$ cat src/rtl/ps2_pkg.sv
// Shared PS/2 types, frame payload layout and keyboard command constants.
// Used by the host transmitter and the keyboard receiver on the same pins.
package ps2_pkg;

  typedef enum logic [2:0] {
    IDLE,
    INHIBIT,
    START,
    XFER,
    ACK,
    WAIT_IDLE
  } ps2_tx_state_t;

  // Payload shifted out after the start bit: data LSB first, then parity.
  typedef struct packed {
    logic       parity;
    logic [7:0] data;
  } ps2_frame_t;

  localparam int unsigned PS2_FRAME_BITS = 9;
  localparam int unsigned PS2_STOP_INDEX = 9;

  localparam logic [7:0] PS2_CMD_SET_LED = 8'hED;
  localparam logic [7:0] PS2_CMD_ENABLE  = 8'hF4;
  localparam logic [7:0] PS2_CMD_RESET   = 8'hFF;
  localparam logic [7:0] PS2_RSP_ACK     = 8'hFA;

  function automatic logic ps2_odd_parity(input logic [7:0] d);
    return ~^d;
  endfunction

endpackage

$ cat src/rtl/ps2_sync_edge.sv
// Multi-flop synchroniser for a raw PS/2 pin with a one-cycle falling-edge pulse.
module ps2_sync_edge #(
  parameter int unsigned SYNC_STAGES = 2
) (
  input  logic clk,
  input  logic reset,
  input  logic din,
  output logic level,
  output logic fall_c
);

  logic [SYNC_STAGES-1:0] sync;
  logic                   prev;

  // Reset to the idle (released) bus level so no edge is seen on exit from reset.
  always_ff @(posedge clk) begin
    if (reset) begin
      sync <= '1;
      prev <= 1'b1;
    end else begin
      sync[0] <= din;
      for (int i = 1; i < SYNC_STAGES; i++) begin
        sync[i] <= sync[i-1];
      end
      prev <= sync[SYNC_STAGES-1];
    end
  end

  assign level  = sync[SYNC_STAGES-1];
  assign fall_c = prev & ~sync[SYNC_STAGES-1];

endmodule

$ cat src/rtl/ps2_host_tx.sv
// PS/2 host-to-device transmitter: sends one command byte and checks the device ACK.
// Define PS2_TX_RETRY_EN to retry a NACKed or timed-out frame up to MAX_RETRIES times.
module ps2_host_tx
  import ps2_pkg::*;
#(
  parameter int unsigned INHIBIT_CYCLES = 5000,
  parameter int unsigned TIMEOUT_CYCLES = 750000,
  parameter int unsigned SYNC_STAGES    = 2
`ifdef PS2_TX_RETRY_EN
  ,
  parameter int unsigned MAX_RETRIES    = 2
`endif
) (
  input  logic       Clk,
  input  logic       reset,
  input  logic [7:0] txData,
  input  logic       txStart,
  output logic       txBusy,
  output logic       txDone,
  output logic       txError,
  input  logic       psClk,
  input  logic       psData,
  output logic       psClk_oe,
  output logic       psData_oe
);

  localparam int unsigned INH_W = $clog2(INHIBIT_CYCLES + 1);
  localparam int unsigned TMO_W = $clog2(TIMEOUT_CYCLES + 1);
  localparam int unsigned BIT_W = 4;
`ifdef PS2_TX_RETRY_EN
  localparam int unsigned RTY_W = $clog2(MAX_RETRIES + 1);
`endif

  ps2_tx_state_t             state, state_n;
  logic [PS2_FRAME_BITS-1:0] shift_q, shift_n;
  logic [BIT_W-1:0]          bit_cnt, bit_n;
  logic [INH_W-1:0]          inh_cnt, inh_n;
  logic [TMO_W-1:0]          tmo_cnt, tmo_n;
  logic                      busy_n, done_n, err_n, clk_oe_n, data_oe_n;
  logic                      fail, tmo_hit;
  ps2_frame_t                load;
`ifdef PS2_TX_RETRY_EN
  ps2_frame_t                latch_q, latch_n;
  logic [RTY_W-1:0]          retry_cnt, retry_n;
`endif

  logic clk_level, clk_fall, data_level, unused_data_fall;

  ps2_sync_edge #(.SYNC_STAGES(SYNC_STAGES)) u_clk_sync (
    .clk    (Clk),
    .reset  (reset),
    .din    (psClk),
    .level  (clk_level),
    .fall_c (clk_fall)
  );

  ps2_sync_edge #(.SYNC_STAGES(SYNC_STAGES)) u_data_sync (
    .clk    (Clk),
    .reset  (reset),
    .din    (psData),
    .level  (data_level),
    .fall_c (unused_data_fall)
  );

  // State, datapath and all outputs are registered here.
  always_ff @(posedge Clk) begin
    if (reset) begin
      state     <= IDLE;
      shift_q   <= '0;
      bit_cnt   <= '0;
      inh_cnt   <= '0;
      tmo_cnt   <= '0;
      txBusy    <= 1'b0;
      txDone    <= 1'b0;
      txError   <= 1'b0;
      psClk_oe  <= 1'b0;
      psData_oe <= 1'b0;
`ifdef PS2_TX_RETRY_EN
      latch_q   <= '0;
      retry_cnt <= '0;
`endif
    end else begin
      state     <= state_n;
      shift_q   <= shift_n;
      bit_cnt   <= bit_n;
      inh_cnt   <= inh_n;
      tmo_cnt   <= tmo_n;
      txBusy    <= busy_n;
      txDone    <= done_n;
      txError   <= err_n;
      psClk_oe  <= clk_oe_n;
      psData_oe <= data_oe_n;
`ifdef PS2_TX_RETRY_EN
      latch_q   <= latch_n;
      retry_cnt <= retry_n;
`endif
    end
  end

  always_comb begin
    state_n     = state;
    shift_n     = shift_q;
    bit_n       = bit_cnt;
    inh_n       = inh_cnt;
    tmo_n       = tmo_cnt;
    busy_n      = txBusy;
    done_n      = 1'b0;
    err_n       = 1'b0;
    clk_oe_n    = psClk_oe;
    data_oe_n   = psData_oe;
    fail        = 1'b0;
    load.parity = ps2_odd_parity(txData);
    load.data   = txData;
    tmo_hit     = !clk_fall && (tmo_cnt == TMO_W'(TIMEOUT_CYCLES - 1));
`ifdef PS2_TX_RETRY_EN
    latch_n     = latch_q;
    retry_n     = retry_cnt;
`endif

    case (state)
      IDLE: begin
        clk_oe_n  = 1'b0;
        data_oe_n = 1'b0;
        if (txStart) begin
          shift_n  = load;
          busy_n   = 1'b1;
          clk_oe_n = 1'b1;
          inh_n    = '0;
          state_n  = INHIBIT;
`ifdef PS2_TX_RETRY_EN
          latch_n  = load;
          retry_n  = '0;
`endif
        end
      end

      INHIBIT: begin
        if (inh_cnt == INH_W'(INHIBIT_CYCLES - 1)) begin
          data_oe_n = 1'b1;
          state_n   = START;
        end else begin
          inh_n = inh_cnt + INH_W'(1);
        end
      end

      // Start bit already on the data line; handing the clock to the device.
      START: begin
        clk_oe_n = 1'b0;
        bit_n    = '0;
        tmo_n    = '0;
        state_n  = XFER;
      end

      XFER: begin
        tmo_n = clk_fall ? '0 : tmo_cnt + TMO_W'(1);
        if (clk_fall) begin
          if (bit_cnt == BIT_W'(PS2_STOP_INDEX)) begin
            data_oe_n = 1'b0;
            state_n   = ACK;
          end else begin
            data_oe_n = ~shift_q[0];
            shift_n   = {1'b0, shift_q[PS2_FRAME_BITS-1:1]};
            bit_n     = bit_cnt + BIT_W'(1);
          end
        end else if (tmo_hit) begin
          fail = 1'b1;
        end
      end

      ACK: begin
        tmo_n = clk_fall ? '0 : tmo_cnt + TMO_W'(1);
        if (clk_fall) begin
          if (!data_level) begin
            state_n = WAIT_IDLE;
          end else begin
            fail = 1'b1;
          end
        end else if (tmo_hit) begin
          fail = 1'b1;
        end
      end

      WAIT_IDLE: begin
        tmo_n = clk_fall ? '0 : tmo_cnt + TMO_W'(1);
        if (clk_level && data_level) begin
          done_n  = 1'b1;
          busy_n  = 1'b0;
          state_n = IDLE;
        end else if (tmo_hit) begin
          fail = 1'b1;
        end
      end

      default: begin
        clk_oe_n  = 1'b0;
        data_oe_n = 1'b0;
        busy_n    = 1'b0;
        state_n   = IDLE;
      end
    endcase

    // Abort: release both lines; retry from the inhibit phase while budget remains.
    if (fail) begin
      clk_oe_n  = 1'b0;
      data_oe_n = 1'b0;
      busy_n    = 1'b0;
      err_n     = 1'b1;
      state_n   = IDLE;
`ifdef PS2_TX_RETRY_EN
      if (retry_cnt < RTY_W'(MAX_RETRIES)) begin
        retry_n  = retry_cnt + RTY_W'(1);
        shift_n  = latch_q;
        inh_n    = '0;
        clk_oe_n = 1'b1;
        busy_n   = 1'b1;
        err_n    = 1'b0;
        state_n  = INHIBIT;
      end
`endif
    end
  end

endmodule

$ cat config.mk
export PLATFORM = sky130hd
export DESIGN_NAME = ps2_host_tx
export DESIGN_NICKNAME = d
export VERILOG_FILES = /design/src/rtl/ps2_pkg.sv /design/src/rtl/ps2_sync_edge.sv /design/src/rtl/ps2_host_tx.sv
export SDC_FILE = /design/constraint.sdc
export NUM_CORES = 1
export LEC_CHECK = 0
export CAP_MARGIN = 25
export CORE_UTILIZATION = 37
export DETAILED_ROUTE_END_ITERATION = 7
export GPL_TIMING_DRIVEN = 0
export MAX_ROUTING_LAYER = met4
export PLACE_DENSITY_LB_ADDON = 0.25
export SLEW_MARGIN = 20
export SYNTH_ARGS = -nofsm -noshare
export SYNTH_HDL_FRONTEND = slang
export SYNTH_SLANG_ARGS = --single-unit
export TNS_END_PERCENT = 5
$ cat constraint.sdc
create_clock -name Clk -period 2 [get_ports Clk]
set_input_delay 0.4 -clock Clk [delete_from_list [all_inputs] [get_ports Clk]]
set_output_delay 0.4 -clock Clk [all_outputs]
set_load 0.02 [all_outputs]
==> results <==
- Setup repair after global routing could not meet its margin everywhere.
- Cells with a size suffix above 1 make up 14.4% of the layout.
- The max-slew violation count was 0.
- The global-route usage over all layers is 19.3%.
- The number of global-route vias before repair came to 2,720.
- The first detailed-routing pass took 5 iterations.
- Of all flip-flops after synthesis, the portion carrying an async set or reset was 0%.
- The sum of negative setup slack is 0 ns.
- The total nets after synthesis is 387.
- The sum of overflow across all layers after global routing is 0.
- The number of instances in the placed design is 492.
- The floorplan step set the die height to 94.8 um.
- The routed wire length is a little under 8000 um.
- The global-route wire length before repair is 13,000 um.
- Synthesis handed over a netlist of 370 instances.
- TritonCTS built the clock tree.
- The endpoint type of the worst setup path is a flip-flop.
- For the worst setup path, the data required time is ~2.3 ns.
- 18 I/O pins were placed.
- Based on the critical path, the design can be clocked at up to 509 MHz.
- Max-cap violations in this run came to 0.
- The slowest stage of the critical path is the sky130_fd_sc_hd__dfxtp_1 cell.
- Headroom to the max-slew limit came out at 59.5%.
- Between clock sinks in the finished design, the worst skew comes to 0.0114 ns.
- The min-delay analysis places its worst path in the category reg2reg.
- The cell type with the highest aggregate area in the netlist is sky130_fd_sc_hd__dfxtp_1.
- The final count of hold timing violations is 0.
- The average wire per cell in the routed design is 14.9 um.
- The violation count after the first detailed-route iteration is 141.
- Input and output buffers added on the ports amount to 17.
- The synthesized area is 3190 sq um.
- IR analysis of the VDD net gives a maximum drop of 0.343 mV.
- The clock passes through at most 2 buffers.
- From synthesis to final layout, the design area changed by 20.0%.
- Setup violations remaining at the end of the flow were counted as 0.
- The final route contains around 3,000 vias.
- The area inside the core boundary is 8260 sq um.
- The via count normalized by instance count is 5.84.
- Entering global routing, the biggest net connects 11 pins.
- The largest fanout on the critical path is 10.
- The clock network latency to the later pin of the worst-skew pair is 0.35 ns.
- Traced cell by cell, the critical path runs through inv_1 -> ha_1 -> and3b_1 -> clkbuf_1 -> o31ai_4 -> clkbuf_4 -> nor2_1 -> a211oi_1.
- In this run the power spent charging and discharging nets is 0.000621 W.
- The master cell of the clock root buffer is sky130_fd_sc_hd__clkbuf_8.
- At the pin with the least slew margin, the transition time is approximately 0.61 ns.
- The overall die area is around 9000 sq um.
- The switching fraction of total power is 23.9%.
- The data arrival time of the critical path is 2.22 ns.
- The part of the total power dissipated in combinational logic is 8.2%.
- The number of warnings issued by yosys is 0.
- The power after layout is about 0.0026 W.
- The critical path in this run is classified as reg2reg.
- In this design, the largest share of critical-path delay is due to compound AO/OA/AOI/OAI gates.
- The number of remaining DRC errors is 0.
- The run finished with clean final reports.
- The buffer and inverter count on the worst path is 3.
- The wire-length estimate of the detail-placed layout is 5360 um.
- The shortest clock period the worst path allows after layout is between 1.5 and 2 ns.
- The number of antenna violations at the first check in global routing is 0.
- The net count reported at finish is around 420.
- Per report_power, the sequential group accounts for 46.9% of the total.
- Summed over all cells, the static leakage comes to 1.30 nW.
- The post-layout instance count excluding filler cells is 516.
- Summed over its instances, the top area cell type makes up 37.1% of the synthesized netlist area.
- After layout, the worst path uses 98.1% of the clock period.
- The stage delay of the slowest cell on the critical path is about 0.39 ns.
- The remaining antenna violation count is 0.
- STA classifies the critical path startpoint as a flip-flop.
- The initial utilization of the core area, before any placement, comes to 38.6%.
- By area the synthesized netlist is led by sky130_fd_sc_hd__dfxtp_1 37%, sky130_fd_sc_hd__a21oi_1 4.6%, sky130_fd_sc_hd__mux2i_1 4.4%.
- 0 antenna diodes ended up in the layout.
- The number of synthesized register bits is 59.
- The number of placement rows is 33.
- The proportion of power drawn by the clock network is 44.9%.
- The internal power of the cells totals 0.00198 W.
- After synthesis, flip-flops and latches occupy 37.1% of the total area.
- In this run the power density over the cells is 679 nW/um^2.
- The netlist uses 61 different library cells.
- The congestion estimate from routability-driven global placement came to approximately 0.86.
- Measured along the x axis, the die boundary spans 94.8 um.
- The clock net in this run drives a total of 59 sinks.
- Buffers inserted during clock tree synthesis total 9.
- After synthesis, the mean cell area works out to 8.61 sq um.
- Counting flops with a built-in enable in the synthesized netlist gives 0.
- The most used flip-flop cell after synthesis is sky130_fd_sc_hd__dfxtp_1.
- The clock transition at the registers of the reported paths is 0.07 ns.
- The number of levels the H-tree was split into is 3.
==> sequential cells by signal, summed over array words and instances (netlist names) <==
register / count
tmo_cnt: 20
inh_cnt: 13
shift_q: 9
bit_cnt: 4
state: 3
u_clk_sync.sync: 2
u_data_sync.sync: 2
psClk_oe: 1
psData_oe: 1
txBusy: 1
txDone: 1
txError: 1
u_clk_sync.prev: 1
==> final timing paths <==
| kind | start | to | slack (ns) | cells after the start |
|---|---|---|---|---|
| max | bit_cnt[1] | shift_q[3] | 0.04 | 8 |
| min | u_data_sync.sync[0] | u_data_sync.sync[1] | 0.41 | 1 |
| max reg2reg | bit_cnt[1] | shift_q[3] | 0.04 | 8 |
| min reg2reg | u_data_sync.sync[0] | u_data_sync.sync[1] | 0.41 | 1 |
==> layer usage <==
layer | up-vias | routed length [um] | track usage [%]
met3 | 13 | 327 | 3.70
met5 | - | 0 | -
met1 | 1422 | 3670 | 24.9
met2 | 86 | 3540 | 28.7
li1 | 1492 | - | -
met4 | 0 | 148 | 9.85
==> cells by family after synthesis <==
kind of cell    count (synthesis)  share of synthesized area (%)
mux                            14                           4.40
buf+inv                        35                           4.59
flops                          59                           37.1
simple gates                  145                           27.1
xor+xnor                        8                           2.43
compound gates                105                           22.9
fa+ha+maj                       4                           1.57
==> placed cells by master (no fill, tap or decap), types with 9 or more instances in the layout <==
cell type,count
sky130_fd_sc_hd__clkdlybuf4s50_1,16
sky130_fd_sc_hd__o21ai_0,11
sky130_fd_sc_hd__o31ai_1,11
sky130_fd_sc_hd__a21oi_1,28
sky130_fd_sc_hd__dfxtp_1,58
sky130_fd_sc_hd__a211oi_1,17
sky130_fd_sc_hd__mux2i_1,14
sky130_fd_sc_hd__or4_1,11
sky130_fd_sc_hd__nand2b_1,10
sky130_fd_sc_hd__nor2_1,21
sky130_fd_sc_hd__nand3_1,18
sky130_fd_sc_hd__buf_4,9
sky130_fd_sc_hd__clkbuf_8,12
sky130_fd_sc_hd__nand2_1,24
sky130_fd_sc_hd__inv_1,10
==> Yosys cell counts (4+ instances only) <==
| library cell | instances |
|---|---|
| sky130_fd_sc_hd__nor4_1 | 4 |
| sky130_fd_sc_hd__nor3_1 | 8 |
| sky130_fd_sc_hd__or4_1 | 12 |
| sky130_fd_sc_hd__a21oi_1 | 29 |
| sky130_fd_sc_hd__nand4_1 | 8 |
| sky130_fd_sc_hd__nor2_1 | 21 |
| sky130_fd_sc_hd__o31ai_1 | 11 |
| sky130_fd_sc_hd__and4_1 | 4 |
| sky130_fd_sc_hd__clkbuf_1 | 12 |
| sky130_fd_sc_hd__or2_2 | 5 |
| sky130_fd_sc_hd__buf_2 | 9 |
| sky130_fd_sc_hd__nand2b_1 | 10 |
| sky130_fd_sc_hd__o2111ai_1 | 4 |
| sky130_fd_sc_hd__inv_1 | 10 |
| sky130_fd_sc_hd__a211oi_1 | 17 |
| sky130_fd_sc_hd__dfxtp_1 | 59 |
| sky130_fd_sc_hd__xnor2_1 | 6 |
| sky130_fd_sc_hd__and2_1 | 5 |
| sky130_fd_sc_hd__mux2i_1 | 14 |
| sky130_fd_sc_hd__o21ai_0 | 12 |
| sky130_fd_sc_hd__nand2_1 | 24 |
| sky130_fd_sc_hd__or3_1 | 5 |
| sky130_fd_sc_hd__nand3_1 | 19 |
| sky130_fd_sc_hd__and3_1 | 5 |
| sky130_fd_sc_hd__a311oi_1 | 7 |
| sky130_fd_sc_hd__ha_1 | 4 |
==> power groups by stage <==
stage          Combinational, W  Sequential (W)  Clock (W)
3_3_place_gp           0.000197         0.00124          0
3_5_place_dp           0.000198         0.00124          0
4_1_cts                0.000201         0.00122    0.00119
2_1_floorplan          0.000128         0.00124          0
5_1_grt                0.000236         0.00122    0.00125
6_report               0.000212         0.00122    0.00117
==> final cells by class <==
class / instances / area (sq um)
Buffer: 24 / 121
Clock inverter: 4 / 47.5
Sequential cell: 59 / 1180
Multi-Input combinational cell: 276 / 1900
Timing Repair Buffer: 25 / 233
Fill cell: 832 / 4430
Tap cell: 105 / 131
Inverter: 11 / 41.3
Clock buffer: 12 / 165
==> through the flow <==
| stage | setup WS (ns) | cell area, sq um | hold slack [ns] | utilization [%] |
|---|---|---|---|---|
| 2_1_floorplan | 0.209 | 3190 | 0.389 | - |
| 3_3_place_gp | -0.496 | 3490 | 0.395 | 42.2 |
| 3_5_place_dp | -0.484 | 3490 | 0.397 | 42.2 |
| 4_1_cts | -0.0713 | 3720 | 0.412 | 45.1 |
| 5_1_grt | -0.0732 | 3820 | 0.431 | 46.3 |
| 6_report | 0.0370 | 3820 | 0.406 | 46.3 |
==> timing repair <==
item | 4_1_cts | 5_1_grt
pin swaps | 1 | 6
hold buffers | 0 | 0
buffers inserted | 0 | 8
endpoints found under the setup margin | 34 | 42
cloned | 0 | 0
gates resized for setup | 6 | 15
Note: power is estimated with default switching activity, not from simulation.
